`src/rtl/mips_pkg.sv`:
```
// Shared MIPS pipeline definitions: default datapath widths and writeback-stage state type.
package mips_pkg;

    localparam int DATA_WIDTH = 32;
    localparam int REG_WIDTH  = 5;

    typedef enum logic [1:0] {
        RUN,
        DRAIN,
        HALTED
    } wb_state_t;

endpackage

```
`src/rtl/muxNx1.sv`:
```
// Parametrised N-way multiplexer; an out-of-range select yields zero.
module muxNx1 #(
    parameter int N    = 2,
    parameter int W    = 32,
    parameter int SELW = (N > 1) ? $clog2(N) : 1
) (
    input  logic [N*W-1:0] dataIn,
    input  logic [SELW-1:0] sel,
    output logic [W-1:0]   dataOut
);

    always_comb begin
        dataOut = '0;
        for (int k = 0; k < N; k++) begin
            if (int'(sel) == k) begin
                dataOut = dataIn[k*W +: W];
            end
        end
    end

endmodule

```
`src/rtl/wb_retire_unit.sv`:
```
// Writeback/retire stage: registers the register-file write, counts retired
// instructions and drains the pipeline for a fixed number of cycles after HALT.
module wb_retire_unit
    import mips_pkg::*;
#(
    parameter int DATA          = DATA_WIDTH,
    parameter int REGISTERWIDTH = REG_WIDTH,
    parameter int NSRC          = 2,
    parameter int DRAIN         = 4,
    localparam int SELW         = (NSRC > 1) ? $clog2(NSRC) : 1
) (
    input  logic                     clk,
    input  logic                     resetN,
    input  logic                     inValid,
    input  logic [REGISTERWIDTH-1:0] inRd,
    input  logic                     inRegWrite,
    input  logic [SELW-1:0]          inSel,
    input  logic [NSRC*DATA-1:0]     inData,
    input  logic                     inHalt,
    output logic                     wbWe,
    output logic [REGISTERWIDTH-1:0] wbRd,
    output logic [DATA-1:0]          wbData,
    output logic [31:0]              retireCount,
    output logic                     selError,
    output logic                     haltDone
);

    // The parameter DRAIN shadows the enum literal, so the state is always package-qualified.
    wb_state_t  state;
    wb_state_t  nextState;
    logic [3:0] drainCnt;
    logic       accept;
    logic       selOk;
    logic       writeEn;
    logic [DATA-1:0] muxOut;

    muxNx1 #(
        .N    (NSRC),
        .W    (DATA),
        .SELW (SELW)
    ) srcMux (
        .dataIn  (inData),
        .sel     (inSel),
        .dataOut (muxOut)
    );

    always_comb begin
        nextState = state;
        accept    = inValid && (state == RUN);
        selOk     = (int'(inSel) < NSRC);
        writeEn   = accept && inRegWrite && (inRd != '0) && !inHalt && selOk;
        case (state)
            RUN: begin
                if (accept && inHalt) nextState = mips_pkg::DRAIN;
            end
            mips_pkg::DRAIN: begin
                if (drainCnt == '0) nextState = HALTED;
            end
            HALTED: nextState = HALTED;
            default: nextState = RUN;
        endcase
    end

    always_ff @(posedge clk) begin
        if (!resetN) begin
            state       <= RUN;
            drainCnt    <= '0;
            wbWe        <= 1'b0;
            wbRd        <= '0;
            wbData      <= '0;
            retireCount <= '0;
            selError    <= 1'b0;
        end else begin
            state <= nextState;
            if (accept && inHalt) begin
                drainCnt <= 4'(DRAIN - 1);
            end else if (state == mips_pkg::DRAIN && drainCnt != '0) begin
                drainCnt <= drainCnt - 4'd1;
            end
            wbWe <= writeEn;
            if (writeEn) begin
                wbRd   <= inRd;
                wbData <= muxOut;
            end
            // Saturate rather than wrap so a long run never reports a tiny count.
            if (accept && retireCount != 32'hFFFF_FFFF) begin
                retireCount <= retireCount + 32'd1;
            end
            if (accept && !selOk) begin
                selError <= 1'b1;
            end
        end
    end

    assign haltDone = (state == HALTED);

endmodule

```
`config.mk`:
```
export PLATFORM = sky130hd
export DESIGN_NAME = wb_retire_unit
export DESIGN_NICKNAME = d
export VERILOG_FILES = /design/src/rtl/mips_pkg.sv /design/src/rtl/muxNx1.sv /design/src/rtl/wb_retire_unit.sv
export SDC_FILE = /design/constraint.sdc
export NUM_CORES = 1
export LEC_CHECK = 0
export CAP_MARGIN = 20
export CORE_UTILIZATION = 47
export DETAILED_ROUTE_END_ITERATION = 16
export PLACE_DENSITY = 0.88
export REMOVE_ABC_BUFFERS = 1
export SLEW_MARGIN = 10
export SYNTH_ARGS = -nofsm -noshare
export SYNTH_HDL_FRONTEND = slang
export SYNTH_SLANG_ARGS = --single-unit
```
`constraint.sdc`:
```
create_clock -name clk -period 4.6 [get_ports clk]
set_clock_uncertainty 0.15 [all_clocks]
set_input_delay 1.38 -clock clk [delete_from_list [all_inputs] [get_ports clk]]
set_output_delay 1.38 -clock clk [all_outputs]
set_load 0.03 [all_outputs]
```
Yosys cells after proc, flatten, opt, wreduce, memory -nomap -nowiden:

Cells that the tools add are included.
W data, S select, Z words.

* register bits: 76
* output and inout port bits: 72
* logic and storage cells: 36

* add/subtract/negate cells: 2
* equal/unequal tests: 5
* muxes and demuxes: 6
* bitwise logic cells: 1
* reduce and logical (&&, ||, !) cells: 15

Operators with widths (number)
* $add A32 B1 Y32 const B: 1
* $mux W32: 1
* $ne A32 B32 Y1 const B: 1
* $mux W2: 4
* $logic_and A1 B1 Y1: 7
* $pmux W2 S3: 1
* $reduce_bool A5 Y1: 1
* $logic_not A4 Y1: 1
* $reduce_bool A4 Y1: 1
* $sub A4 B1 Y4 const B: 1
* $eq A2 B1 Y1 const B: 1
* $eq A2 B2 Y1 const B: 1
* $logic_not A2 Y1: 1
* $ne A2 B1 Y1 const B: 1
* $ne A2 B2 Y1 const B: 1
* $reduce_and A2 Y1: 1
* $reduce_bool A2 Y1: 1
* $reduce_or A2 Y1: 1
* $logic_not A1 Y1: 1
* $not A1 Y1: 1

Logic depth before layout (Yosys ltp):

Gate-level depths: netlist (run 1).

* depth after elaboration: 5
* gate-level depth with buffers: 10

By module:

Synthesis (run 1) repeated with hierarchy kept, for this count alone.

* cells, all modules: 431
* area, all modules: 3818.7 um^2

By module, submodules not included
* wb_retire_unit: instances 1, cells each 395, area an instance 3274.4 um^2
* muxNx1: instances 1, cells each 36, area an instance 544.3 um^2

Worst setup path after synthesis (run 1):

No wires, ideal clock.

* kind: input to register
* start: in inRd[0]
* end: reg wbData[10]
* setup time: 0.086 ns
* data arrival time: 2.654 ns
* path slack: 1.710 ns
* stages on the path: 5
* buffers on the path: 2
* cell sequence: or4_1 o21a_1 buf_2 buf_1 a211oi_1

* cells in the longest elaborated chain, start to end: 3

RTL lines
* start: declaration: line wb_retire_unit.sv:15 `input logic [REGISTERWIDTH-1:0] inRd,`
* $reduce_bool A5 Y1: line wb_retire_unit.sv:51 `writeEn = accept && inRegWrite && (inRd != '0) && !inHalt && selOk;`
* $logic_and A1 B1 Y1 (2 in series): line wb_retire_unit.sv:51
* end signal: assignment: line wb_retire_unit.sv:83 `wbData <= muxOut;`
* end: declaration: line wb_retire_unit.sv:22 `output logic [DATA-1:0] wbData,`

No other way between the ends.
A chain may end at the register's enable or synchronous reset.

Worst setup path after layout (run 1):

* start: in inValid
* end: reg retireCount[28]

* cells in the longest elaborated chain, start to end: 2

RTL lines
* start: declaration: line wb_retire_unit.sv:14 `input logic inValid,`
* $logic_and A1 B1 Y1: line wb_retire_unit.sv:49 `accept = inValid && (state == RUN);`
* $logic_and A1 B1 Y1: line wb_retire_unit.sv:86 `if (accept && retireCount != 32'hFFFF_FFFF) begin`
* end signal: assignment: line wb_retire_unit.sv:87 `retireCount <= retireCount + 32'd1;`
* end: declaration: line wb_retire_unit.sv:23 `output logic [31:0] retireCount,`

No other way between the ends.

==> results of run 1 <==
power by group:
group	switching [W]	internal, W
registers	0.0000182	0.000684
clock network	0.000234	0.000301
logic	0.000136	0.000138
final cells by class:
type                       instances  area, sq um  share of cell area [%]
multi-input combinational        284         1910                    36.2
clock inverter                     5         77.6                    1.47
tap                               99          124                    2.35
sequential                        76         1520                    28.9
inverter                           6         22.5                   0.427
timing repair buffer             149         1490                    28.3
clock buffer                      10          128                    2.42
path summary, 6_finish.rpt:
check	start	end	slack, ps	cells past startpoint
worst min-delay path	retireCount[15]	retireCount[15]	330	2
worst max register to register	retireCount[0]	retireCount[28]	1950	5
worst max-delay path	inValid	retireCount[28]	1410	5
worst min register to register	retireCount[15]	retireCount[15]	330	2
stage by stage:
step	area (sq um)	hold WS (ps)
after global routing	5270	360
after floorplan	3440	317
after CTS	5270	338
after detailed placement	5060	326
final	5270	330
after global placement	5060	308
cells by family (layout without fill, tap and decap cells):
family	after synthesis	count (layout)
compound gates	73	73
xor+xnor	23	23
fa+ha+maj	5	5
buf+inv	39	170
flops	76	76
mux	40	40
other cells	1	1
simple gates	142	142
synth_stat cells, types with 2 or more instances:
| master | number |
|---|---|
| dfxtp_1 | 76 |
| nor2_1 | 64 |
| mux2i_1 | 40 |
| a211oi_1 | 36 |
| nand2_1 | 23 |
| xnor2_1 | 21 |
| clkbuf_1 | 20 |
| nand3_1 | 11 |
| a21oi_1 | 9 |
| nand4_1 | 9 |
| buf_2 | 6 |
| inv_1 | 6 |
| nand2b_1 | 6 |
| a311oi_1 | 5 |
| and3_1 | 5 |
| and4_1 | 5 |
| ha_1 | 5 |
| o21ai_0 | 5 |
| nor4_1 | 4 |
| a2111oi_0 | 3 |
| a22oi_1 | 3 |
| a31oi_1 | 3 |
| buf_1 | 3 |
| or4_1 | 3 |
| and4_2 | 2 |
| buf_4 | 2 |
| o31ai_1 | 2 |
| or3_1 | 2 |
| xor2_1 | 2 |
registers in the layout, summed over array words and instances, names as in the netlist:
| register | cells |
|---|---|
| state | 2 |
| retireCount | 32 |
| wbWe | 1 |
| wbRd | 5 |
| wbData | 32 |
| drainCnt | 4 |
layer usage:
metal	share of wire, %	GRT usage (%)
met1	42	28.0
met2	50	38.6
met3	6.5	6.37
met4	1.5	7.65
met5	0	0
worst max-delay path: stages:
cell and delay [ps]:
clkdlybuf4s50_1 590, nand3_2 220, or3_1 520, or4_1 430, a21oi_1 160
==> summary.md, run 1 <==
| Metric | Value |
|---|---|
| Max-cap violations | `0` |
| Netlist cell types | `47` |
| Filler Cells Inserted | `541` |
| Syn-to-layout area delta | `46.6%` |
| Initial antenna violation count | `0` |
| Hold WC Path Type | `reg -> reg` |
| Placement Rows | `31` |
| Outcome | `completed` |
| Startpoint Class | `input port` |
| Antenna cell count | `0` |
| Post-Synth Simple-Gate Area | `19.7%` |
| Slew @ Worst Pin | `877 ps` |
| Final WL | `9030 microns` |
| WS Path Type | `in -> reg` |
| Max H-tree Level | `3` |
| Post-DR vias/cell | `5.41` |
| GRT Util Overall | `22.8%` |
| Post-CTS Resized | `0` |
| CTS tree | `yes` |
| Clock latency on the worst-skew pair | `340 ps` |
| DR vias | `3,403` |
| Seq/Total Area, Yosys | `42.3%` |
| Number of synthesized flops with an enable pin | `0` |
| Dpl ws | `1080 ps` |
| Required @ worst endpoint | `4710 ps` |
| CP Capture Type | `flip-flop` |
| Worst-path clk slew | `80 ps` |
| Die X | `89.5 microns` |
| Top post-synthesis cells by area | `dfxtp_1 42%, mux2i_1 11%, a211oi_1 7.5%` |
| DRT iter0 DRCs | `127` |
| Synth Flop Type | `dfxtp_1` |
| Worst slew margin | `41.5%` |
| Layout cells sized above 1 | `5.66%` |
| Grt ovf | `0` |
| Final Setup Violations | `0` |
| Clock buffer depth | `2` |
| Clock root buffer master | `clkbuf_8` |
| Fraction of synthesized cell area in xor and xnor cells | `5.60%` |
| First-pass GRT wire length | `14,000 microns` |
| Starting Density | `49.0%` |
| DRC Markers | `0` |
| Chip height | `89.5 microns` |
| Worst EP arrival | `3300 ps` |
| Routability cong. | `0.823` |
| RSZ-0062 raised after global routing | `no` |
| Final period utilization | `69.3%` |
| # hold bufs at CTS | `0` |
| Peak supply drop | `0.000201 V` |
| Slew Limit Fails | `0` |
| Clk sinks | `76` |
| Setup TNS | `0 ps` |
| Largest family of logic cells by synthesized area | `simple AND/OR/NAND/NOR gates` |
| Pleak | `1.88 nW` |
| Area share of fa/ha/maj cells after synthesis | `1.74%` |
| Syn avg cell area | `9.01 sq um` |
| Most common cell after layout, fill and taps aside | `clkdlybuf4s50_1` |
| Pwr/cell area | `287 nW/um^2` |
| Die Area | `8000 sq um` |
| Core ar. | `7330 sq um` |
| Post-synth top area share | `42.3%` |
| Fin nets | `606` |
| Final hold viol count | `0` |
| Syn Inst Count | `399` |
| Most frequent cells in the layout | `144 x clkdlybuf4s50_1, 76 x dfxtp_1, 64 x nor2_1` |
| Dpl cells | `614` |
| IO Pins | `147` |
| Async SR Flop Fraction | `0%` |
| Antenna viol nets, final | `0` |
| Synth Register Bits | `76` |
| Fmax | `0.314 GHz` |
| 1st-pass router iterations | `4` |
| Non-Filler Instances | `629` |
| Cell taking the most area after synthesis | `dfxtp_1` |
| Setup Fix Bufs, Post-CTS | `0` |
| Post-DP HPWL | `6720 microns` |
| Largest net degree at the start of global routing | `67` |
| Post-synthesis mux area share | `11.1%` |
| Fin util | `71.9%` |
| Synthesized cell area | `3590 sq um` |
| Port-buffer cells | `145` |
| WL per Instance | `14.4 microns` |
| Final WS setup | `1410 ps` |
| Total power | `0.00151 W` |
| Ys Warns | `0` |
| CP Max Fanout | `9` |
| Tmin final | `3190 ps` |
| Inserted Clock Buffers | `9` |
| Synth Area in Compound Gates | `14.5%` |
| Number of global-route vias before repair | `3,050` |
(Power assumes the default switching activity.)
==> run 2: changes to the inputs <==
- CORE_UTILIZATION: 47 -> 39
- PLACE_DENSITY: 0.88 -> 0.79
- clock period: 4.6 -> 2.6 ns (I/O delays scaled with it)
==> run 2 against run 1 <==
Against the previous run: the flow now finishes with violations (design-rule violations); total power increased by 76%; combinational power increased by 82%; critical path depth decreased by 2; non-clock buffer count increased by 15; die area increased by 20%; cell count increased by 4.0%; global-route usage decreased by 2.8 points.
==> summary.md, run 2 (synthesis gave the netlist of run 1 again) <==
| Metric | Value |
|---|---|
| Outcome | `complete, but fails checks` |
| Failing checks | `design-rule violations` |
| RSZ-0062 raised after global routing | `no` |
| Clk sinks | `76` |
| Slowest CP cell | `clkdlybuf4s50_1` |
| Core ar. | `8810 sq um` |
| Antenna viol nets, final | `0` |
| Clock buffer depth | `2` |
| Worst EP arrival | `1580 ps` |
| Worst slew margin | `64.4%` |
| Fin nets | `621` |
| Clock root buffer master | `clkbuf_8` |
| Inserted Clock Buffers | `9` |
| WS Path Type | `reg -> out` |
| First-pass GRT wire length | `15,300 microns` |
| Dpl ws | `-237 ps` |
| Dpl cells | `638` |
| CP peak stage delay | `660 ps` |
| Routability cong. | `0.825` |
| 1st-pass router iterations | `10` |
| Pleak | `1.97 nW` |
| Die Area | `9600 sq um` |
| Pwr/cell area | `491 nW/um^2` |
| Antenna cell count | `0` |
| Post-CTS Resized | `0` |
| Max-cap violations | `0` |
| Largest net degree at the start of global routing | `44` |
| Slew @ Worst Pin | `521 ps` |
| Final WS setup | `91.5 ps` |
| Layout cells sized above 1 | `8.42%` |
| Clock latency on the worst-skew pair | `350 ps` |
| Starting Density | `40.8%` |
| Final Setup Violations | `0` |
| Required @ worst endpoint | `1670 ps` |
| Grt ovf | `0` |
| Setup TNS | `0 ps` |
| Number of global-route vias before repair | `3,346` |
| CP Capture Type | `primary output` |
| Buf/Inv on CP | `2` |
| Die X | `98.0 microns` |
| DRT iter0 DRCs | `107` |
| Post-route cell area | `5420 sq um` |
| Worst path cell trace | `inv_1, ha_1, clkdlybuf4s50_1` |
| WL per Instance | `14.5 microns` |
| DR vias | `3,431` |
| Initial antenna violation count | `0` |
| Tmin final | `2510 ps` |
| Most frequent cells in the layout | `144 x clkdlybuf4s50_1, 76 x dfxtp_1, 64 x nor2_1` |
| Final period utilization | `96.5%` |
| IO Pins | `147` |
| Most common cell after layout, fill and taps aside | `clkdlybuf4s50_1` |
| CP Max Fanout | `3` |
| Chip height | `98.0 microns` |
| Placement Rows | `34` |
| Worst-path clk slew | `80 ps` |
| DRC Markers | `2` |
| Hold WC Path Type | `reg -> reg` |
| Fmax | `0.399 GHz` |
| Biggest regs | `retireCount x32, wbData x32, wbRd x5` |
| Delay-heaviest family, CP | `buffers and inverters` |
| Final hold viol count | `0` |
| Slew Limit Fails | `0` |
| Non-Filler Instances | `654` |
| GRT Util Overall | `20.0%` |
| CTS tree | `yes` |
| Port-buffer cells | `145` |
| Peak supply drop | `0.000301 V` |
| # hold bufs at CTS | `0` |
| Final WL | `9490 microns` |
| Syn-to-layout area delta | `50.9%` |
| Fin util | `61.6%` |
| Max H-tree Level | `3` |
| Post-DP HPWL | `7210 microns` |
| Setup Fix Bufs, Post-CTS | `0` |
| Startpoint Class | `flip-flop` |
| Placed Area | `5210 sq um` |
| Post-DR vias/cell | `5.25` |
[run 2: layer usage]
layer / part of all wire (%) / GRT usage (%)
met1: 43 / 23.1
met2: 48 / 34.1
met3: 6.4 / 5.01
met4: 2.7 / 10.3
met5: 0 / 0
[run 2: cell type report]
class	count	area [sq um]
fill	733	3380
multi-input combinational	284	1910
timing repair buffer	164	1630
sequential	76	1520
clock buffer	12	155
tap	108	135
clock inverter	4	47.5
inverter	6	22.5
[run 2: worst min-delay path, delay by kind of cell, from the launching register on]
family           cells  cell delay, ps
flip-flops           1             340
AO/OA/AOI/OAI        1              50
AND/OR/NAND/NOR      1              60
[run 2: power breakdown]
part | internal (W) | leakage, nW | switching [W] | total, W
Clock | 0.000493 | 0.102 | 0.000429 | 0.000922
Combinational | 0.000256 | 1.25 | 0.000243 | 0.000499
Sequential | 0.00121 | 0.617 | 0.0000310 | 0.00124
Total | 0.00196 | 1.97 | 0.000703 | 0.00266
[run 2: per-stage QoR]
step	hold slack, ps	total power, W
floorplan	317	0.00150
global placement	325	0.00176
detailed placement	333	0.00177
CTS	344	0.00268
global route	361	0.00277
finish	340	0.00266
[run 2: worst paths after layout]
kind / from / endpoint / slack (ps) / cells past startpoint
max reg2reg: retireCount[8] / retireCount[26] / 360 / 5
min: retireCount[15] / retireCount[15] / 340 / 2
min reg2reg: retireCount[15] / retireCount[15] / 340 / 2
max: state[0] / haltDone / 90 / 3
==> patch 1 (config.mk and constraints of run 2) <==
Register the inputs `inValid`, `inRd`, `inRegWrite`, `inSel`, `inData` and `inHalt` before use, cleared by the reset. The logic sees them one clock later.
--- a/src/rtl/wb_retire_unit.sv
+++ b/src/rtl/wb_retire_unit.sv
@@ -25,6 +25,31 @@
     output logic                     haltDone
 );
 
+    logic inValid_q;
+    logic [REGISTERWIDTH-1:0] inRd_q;
+    logic inRegWrite_q;
+    logic [SELW-1:0] inSel_q;
+    logic [NSRC*DATA-1:0] inData_q;
+    logic inHalt_q;
+
+    always_ff @(posedge clk) begin
+        if (!resetN) begin
+            inValid_q    <= '0;
+            inRd_q       <= '0;
+            inRegWrite_q <= '0;
+            inSel_q      <= '0;
+            inData_q     <= '0;
+            inHalt_q     <= '0;
+        end else begin
+            inValid_q    <= inValid;
+            inRd_q       <= inRd;
+            inRegWrite_q <= inRegWrite;
+            inSel_q      <= inSel;
+            inData_q     <= inData;
+            inHalt_q     <= inHalt;
+        end
+    end
+
     // The parameter DRAIN shadows the enum literal, so the state is always package-qualified.
     wb_state_t  state;
     wb_state_t  nextState;
@@ -39,19 +64,19 @@
         .W    (DATA),
         .SELW (SELW)
     ) srcMux (
-        .dataIn  (inData),
-        .sel     (inSel),
+        .dataIn  (inData_q),
+        .sel     (inSel_q),
         .dataOut (muxOut)
     );
 
     always_comb begin
         nextState = state;
-        accept    = inValid && (state == RUN);
-        selOk     = (int'(inSel) < NSRC);
-        writeEn   = accept && inRegWrite && (inRd != '0) && !inHalt && selOk;
+        accept    = inValid_q && (state == RUN);
+        selOk     = (int'(inSel_q) < NSRC);
+        writeEn   = accept && inRegWrite_q && (inRd_q != '0) && !inHalt_q && selOk;
         case (state)
             RUN: begin
-                if (accept && inHalt) nextState = mips_pkg::DRAIN;
+                if (accept && inHalt_q) nextState = mips_pkg::DRAIN;
             end
             mips_pkg::DRAIN: begin
                 if (drainCnt == '0) nextState = HALTED;
@@ -72,14 +97,14 @@
             selError    <= 1'b0;
         end else begin
             state <= nextState;
-            if (accept && inHalt) begin
+            if (accept && inHalt_q) begin
                 drainCnt <= 4'(DRAIN - 1);
             end else if (state == mips_pkg::DRAIN && drainCnt != '0) begin
                 drainCnt <= drainCnt - 4'd1;
             end
             wbWe <= writeEn;
             if (writeEn) begin
-                wbRd   <= inRd;
+                wbRd   <= inRd_q;
                 wbData <= muxOut;
             end
             // Saturate rather than wrap so a long run never reports a tiny count.
Behaviour: not the same (Yosys sat finds a counterexample within 4 cycles, from zero or initial values and one cycle with resetN low).
==> patch 1 against run 2 <==
Non-clock buffer count is 11 lower; count of clock-buffer cells in the layout is 8 higher; largest cell class is now sequential cells; highest routed layer unchanged; wire length is 38% higher; synthesized cell count is 40% higher; critical endpoint is now retireCount[3]; synthesized area is 56% higher; sequential cell count is 73 higher; global-route usage is 1.1 points lower; maximum frequency is 0.20% lower; die area is 55% higher; critical path depth is 2 lower; setup slack worse by 0.0050 ns; cell area is 44% higher; total power is 93% higher; critical path type unchanged.
==> patch 1: results (changes against run 2) <==
Non-CTS inverters - 7 (was 6)
Worst Hold Path Cells - 1 (was 2)
Clock buf/inv share - 0.0743 (was 0.0374)
LEAKAGE - 0.00278 uW (was 0.00197 uW)
Signal buffers - 153 (was 164)
R2r endpoint - wbData[26] (was retireCount[26])
Num CTS Buffers - 17 (was 9)
Worst skew pair latency - 0.42 ns (was 0.35 ns)
Worst Min Path Start - retireCount[14] (was retireCount[15])
Comb_multi_in - 369 (was 284)
Largest net degree at the start of global routing - 67 (was 44)
Critical path fanouts, max - 7 (was 3)
H-tree depth - 4 (was 3)
DR vias - 4511 (was 3431)
Reg2Reg Setup Slack - 0.30 ns (was 0.36 ns)
Total Routing Usage GR - 0.189 (was 0.200)
Crit path capture - retireCount[3] (was haltDone)
Synth cell types - 46 (was 47)
Routability cong. - 0.850 (was 0.825)
Detailed Route WL - 13100 um (was 9490 um)
Combinational power - 363 uW (was 499 uW)
Reg-to-reg startpoint - state[1] (was retireCount[8])
Worst-path clk slew - 0.06 ns (was 0.08 ns)
Seq/Total Area, Yosys - 0.533 (was 0.423)
Switching pwr - 1180 uW (was 703 uW)
Fraction of area in multi-input gates - 0.312 (was 0.353)
Clock root buffer - clkbuf_16 (was clkbuf_8)
Vias in the first global route - 4471 (was 3346)
HPWL after DPL - 8940 um (was 7210 um)
Status - finished clean (was finished with violations)
## patch 1: changes by cell type in the layout (fill, tap and decap cells not counted), moves of 5 or more
| cell | run 2 | this run |
|---|---|---|
| buf_4 | 16 | 5 |
| a21oi_1 | 9 | 22 |
| clkinv_4 | 0 | 6 |
| nand3_1 | 11 | 6 |
| nor2_1 | 64 | 53 |
| dfxtp_1 | 76 | 148 |
| a311oi_1 | 5 | 0 |
| clkbuf_8 | 11 | 2 |
| clkbuf_16 | 0 | 17 |
| or3_1 | 2 | 12 |
| xnor2_1 | 21 | 7 |
| and2_1 | 0 | 77 |
| o21ai_0 | 5 | 16 |
## patch 1: logic make-up after synthesis
family | after synthesis | synth area share
simple gates | 224 | 0.230
fa+ha+maj | 5 | 0.0112
flops | 149 | 0.533
other cells | 1 | 0.000670
compound gates | 89 | 0.104
xor+xnor | 10 | 0.0156
mux | 40 | 0.0715
buf+inv | 41 | 0.0344
## patch 1: worst reg2reg max path, stage by stage, from the launching register on
cell and delay, ns:
dfxtp_1 0.32, inv_1 0.09, ha_1 0.25, nand2_1 0.11, nor3b_2 0.38, o21a_2 0.24
buf_12 0.25, nor2_1 0.13, a211oi_1 0.27
## patch 1: metrics by stage
step | cells | area [um^2] | worst slack (ns) | TNS [ns]
2_1_floorplan | 525 | 5430 | -0.328 | -8.00
3_3_place_gp | 858 | 7200 | 0.468 | 0
3_5_place_dp | 858 | 7200 | 0.429 | 0
4_1_cts | 890 | 7780 | 0.0348 | 0
5_1_grt | 890 | 7780 | 0.00373 | 0
6_report | 890 | 7780 | 0.0866 | 0
## patch 1: layer usage
metal	vias to the layer above	share of wire	GRT usage	routed length, um
met3	22	0.083	0.0754	1090
met2	167	0.47	0.304	6150
met1	2099	0.43	0.223	5630
met4	0	0.018	0.0772	230
li1	2223	-	-	-
met5	-	0	0	0
==> patch 2 (flow settings as in run 2) <==
Without the edit above. `NSRC`: 2 -> 1.
--- a/src/rtl/wb_retire_unit.sv
+++ b/src/rtl/wb_retire_unit.sv
@@ -5,7 +5,7 @@
 #(
     parameter int DATA          = DATA_WIDTH,
     parameter int REGISTERWIDTH = REG_WIDTH,
-    parameter int NSRC          = 2,
+    parameter int NSRC          = 1,
     parameter int DRAIN         = 4,
     localparam int SELW         = (NSRC > 1) ? $clog2(NSRC) : 1
 ) (
Ports: changed (resized inData); port bits go from 147 to 115. No check against the original RTL was run, so the function may have changed too.
==> patch 2 against run 2 <==
Setup slack got worse by 0.046 ns; sequential cell count increased by 1; combinational power down 40%; non-clock buffer count is 23 lower; cell area down 8.5%; global-route usage is 1.3 points higher; wire length decreased by 2.2%; total power is 4.5% lower; utilization fell by 0.90 points; synthesized area decreased by 8.7%; die area decreased by 8.5%; largest power group unchanged; highest routed layer unchanged.
==> patch 2: results (changes against run 2) <==
Reg-to-reg startpoint - retireCount[6] (was retireCount[8])
Max VDD drop - 0.311 mV (was 0.301 mV)
Avg WL per Cell - 14.4 um (was 14.5 um)
Seq/Total Area, Yosys - 0.470 (was 0.423)
Met3 GRT Util - 0.0510 (was 0.0501)
Fill cells - 725 (was 733)
Met2 Routed Length - 4810 um (was 4540 um)
TritonRoute pass-1 iters - 6 (was 10)
Via-per-instance ratio - 5.27 (was 5.25)
WHS - 0.307 ns (was 0.340 ns)
Reg2Reg Setup Slack - 0.23 ns (was 0.36 ns)
HPWL after DPL - 6680 um (was 7210 um)
LEAKAGE - 0.00166 uW (was 0.00197 uW)
Nets - 583 (was 621)
First-iteration detailed-routing DRC count - 112 (was 107)
Worst Min Path Start - wbRd[4] (was retireCount[15])
Status - finished clean (was finished with violations)
Switching pwr - 619 uW (was 703 uW)
Synth cell types - 43 (was 47)
Final instance area - 4960 um^2 (was 5420 um^2)
First-pass GRT wire length - 14700 um (was 15300 um)
Placed cell areas - 4710 um^2 (was 5210 um^2)
Sequential share of power - 0.482 (was 0.466)
Top post-synthesis cells by area - dfxtp_1 (47%), nand2_1 (11%), a21oi_1 (9.6%) (was dfxtp_1 (42%), mux2i_1 (11%), a211oi_1 (7.5%))
Cell family with most CP delay - simple AND/OR/NAND/NOR gates (was buffers and inverters)
Routing usage on met1 - 0.256 (was 0.231)
M1 WL - 3910 um (was 4090 um)
Combinational power - 301 uW (was 499 uW)
Crit path largest cell delay - 0.47 ns (was 0.66 ns)
Grt met2 use - 0.363 (was 0.341)
Critical path fanouts, max - 6 (was 3)
Worst Tran Pin Value - 0.519 ns (was 0.521 ns)
Largest net degree at the start of global routing - 53 (was 44)
Sw frac - 0.243 (was 0.264)
Vias in the first global route - 3166 (was 3346)
Port Buffers - 114 (was 145)
CP startpoint - inValid (was state[0])
Layout cell share with drive strength beyond 1 - 0.115 (was 0.0842)
patch 2: cell count changes after synthesis, moves of 6 or more:
cell and delta:
a211oi_1 -36, nor2_1 -52, o31ai_1 +9, a21oi_1 +54, xnor2_1 -20, buf_2 -6, o21ai_0 +10, mux2i_1 -35
or3_1 +11, nand2_1 +71, clkbuf_1 -7
patch 2: final cells by class:
class                           count  area (um^2)  share of cell area
Clock buffer                       10          138              0.0277
Clock inverter                      5         82.6              0.0166
Inverter                           11         41.3             0.00832
Multi-Input combinational cell    295         1630               0.329
Sequential cell                    77         1540               0.311
Tap cell                          105          131              0.0265
Timing Repair Buffer              141         1400               0.281
patch 2: worst min-delay path: cells and delay by family (launching register included):
kind,cells,cell delay (ns)
AOI/OAI and AO/OA,1,0.05
and+or+nand+nor,1,0.05
DFF,1,0.31
patch 2: stage by stage:
| step | worst slack [ns] | util | std cells |
|---|---|---|---|
| 6_report | 0.0456 | 0.607 | 644 |
| 5_1_grt | -0.00822 | 0.607 | 644 |
| 4_1_cts | 0.00822 | 0.606 | 644 |
| 3_5_place_dp | -0.493 | 0.576 | 628 |
| 3_3_place_gp | -0.421 | 0.576 | 628 |
| 2_1_floorplan | -1.22 | - | 383 |
patch 2: timing repair:
action                     CTS  global route
gates cloned                 0             0
pin swaps                    3             1
gates resized for setup      5             2
setup buffers                1             0
setup endpoints to repair    4             5
patch 2: kinds of logic after synthesis:
| logic type | after synthesis | synth area share |
|---|---|---|
| buffers and inverters | 32 | 0.0419 |
| muxes | 5 | 0.0153 |
| and+or+nand+nor | 180 | 0.268 |
| adders and majority gates | 5 | 0.0191 |
| DFF | 77 | 0.470 |
| xor gates and xnor gates | 5 | 0.0133 |
| AOI/OAI and AO/OA | 100 | 0.173 |
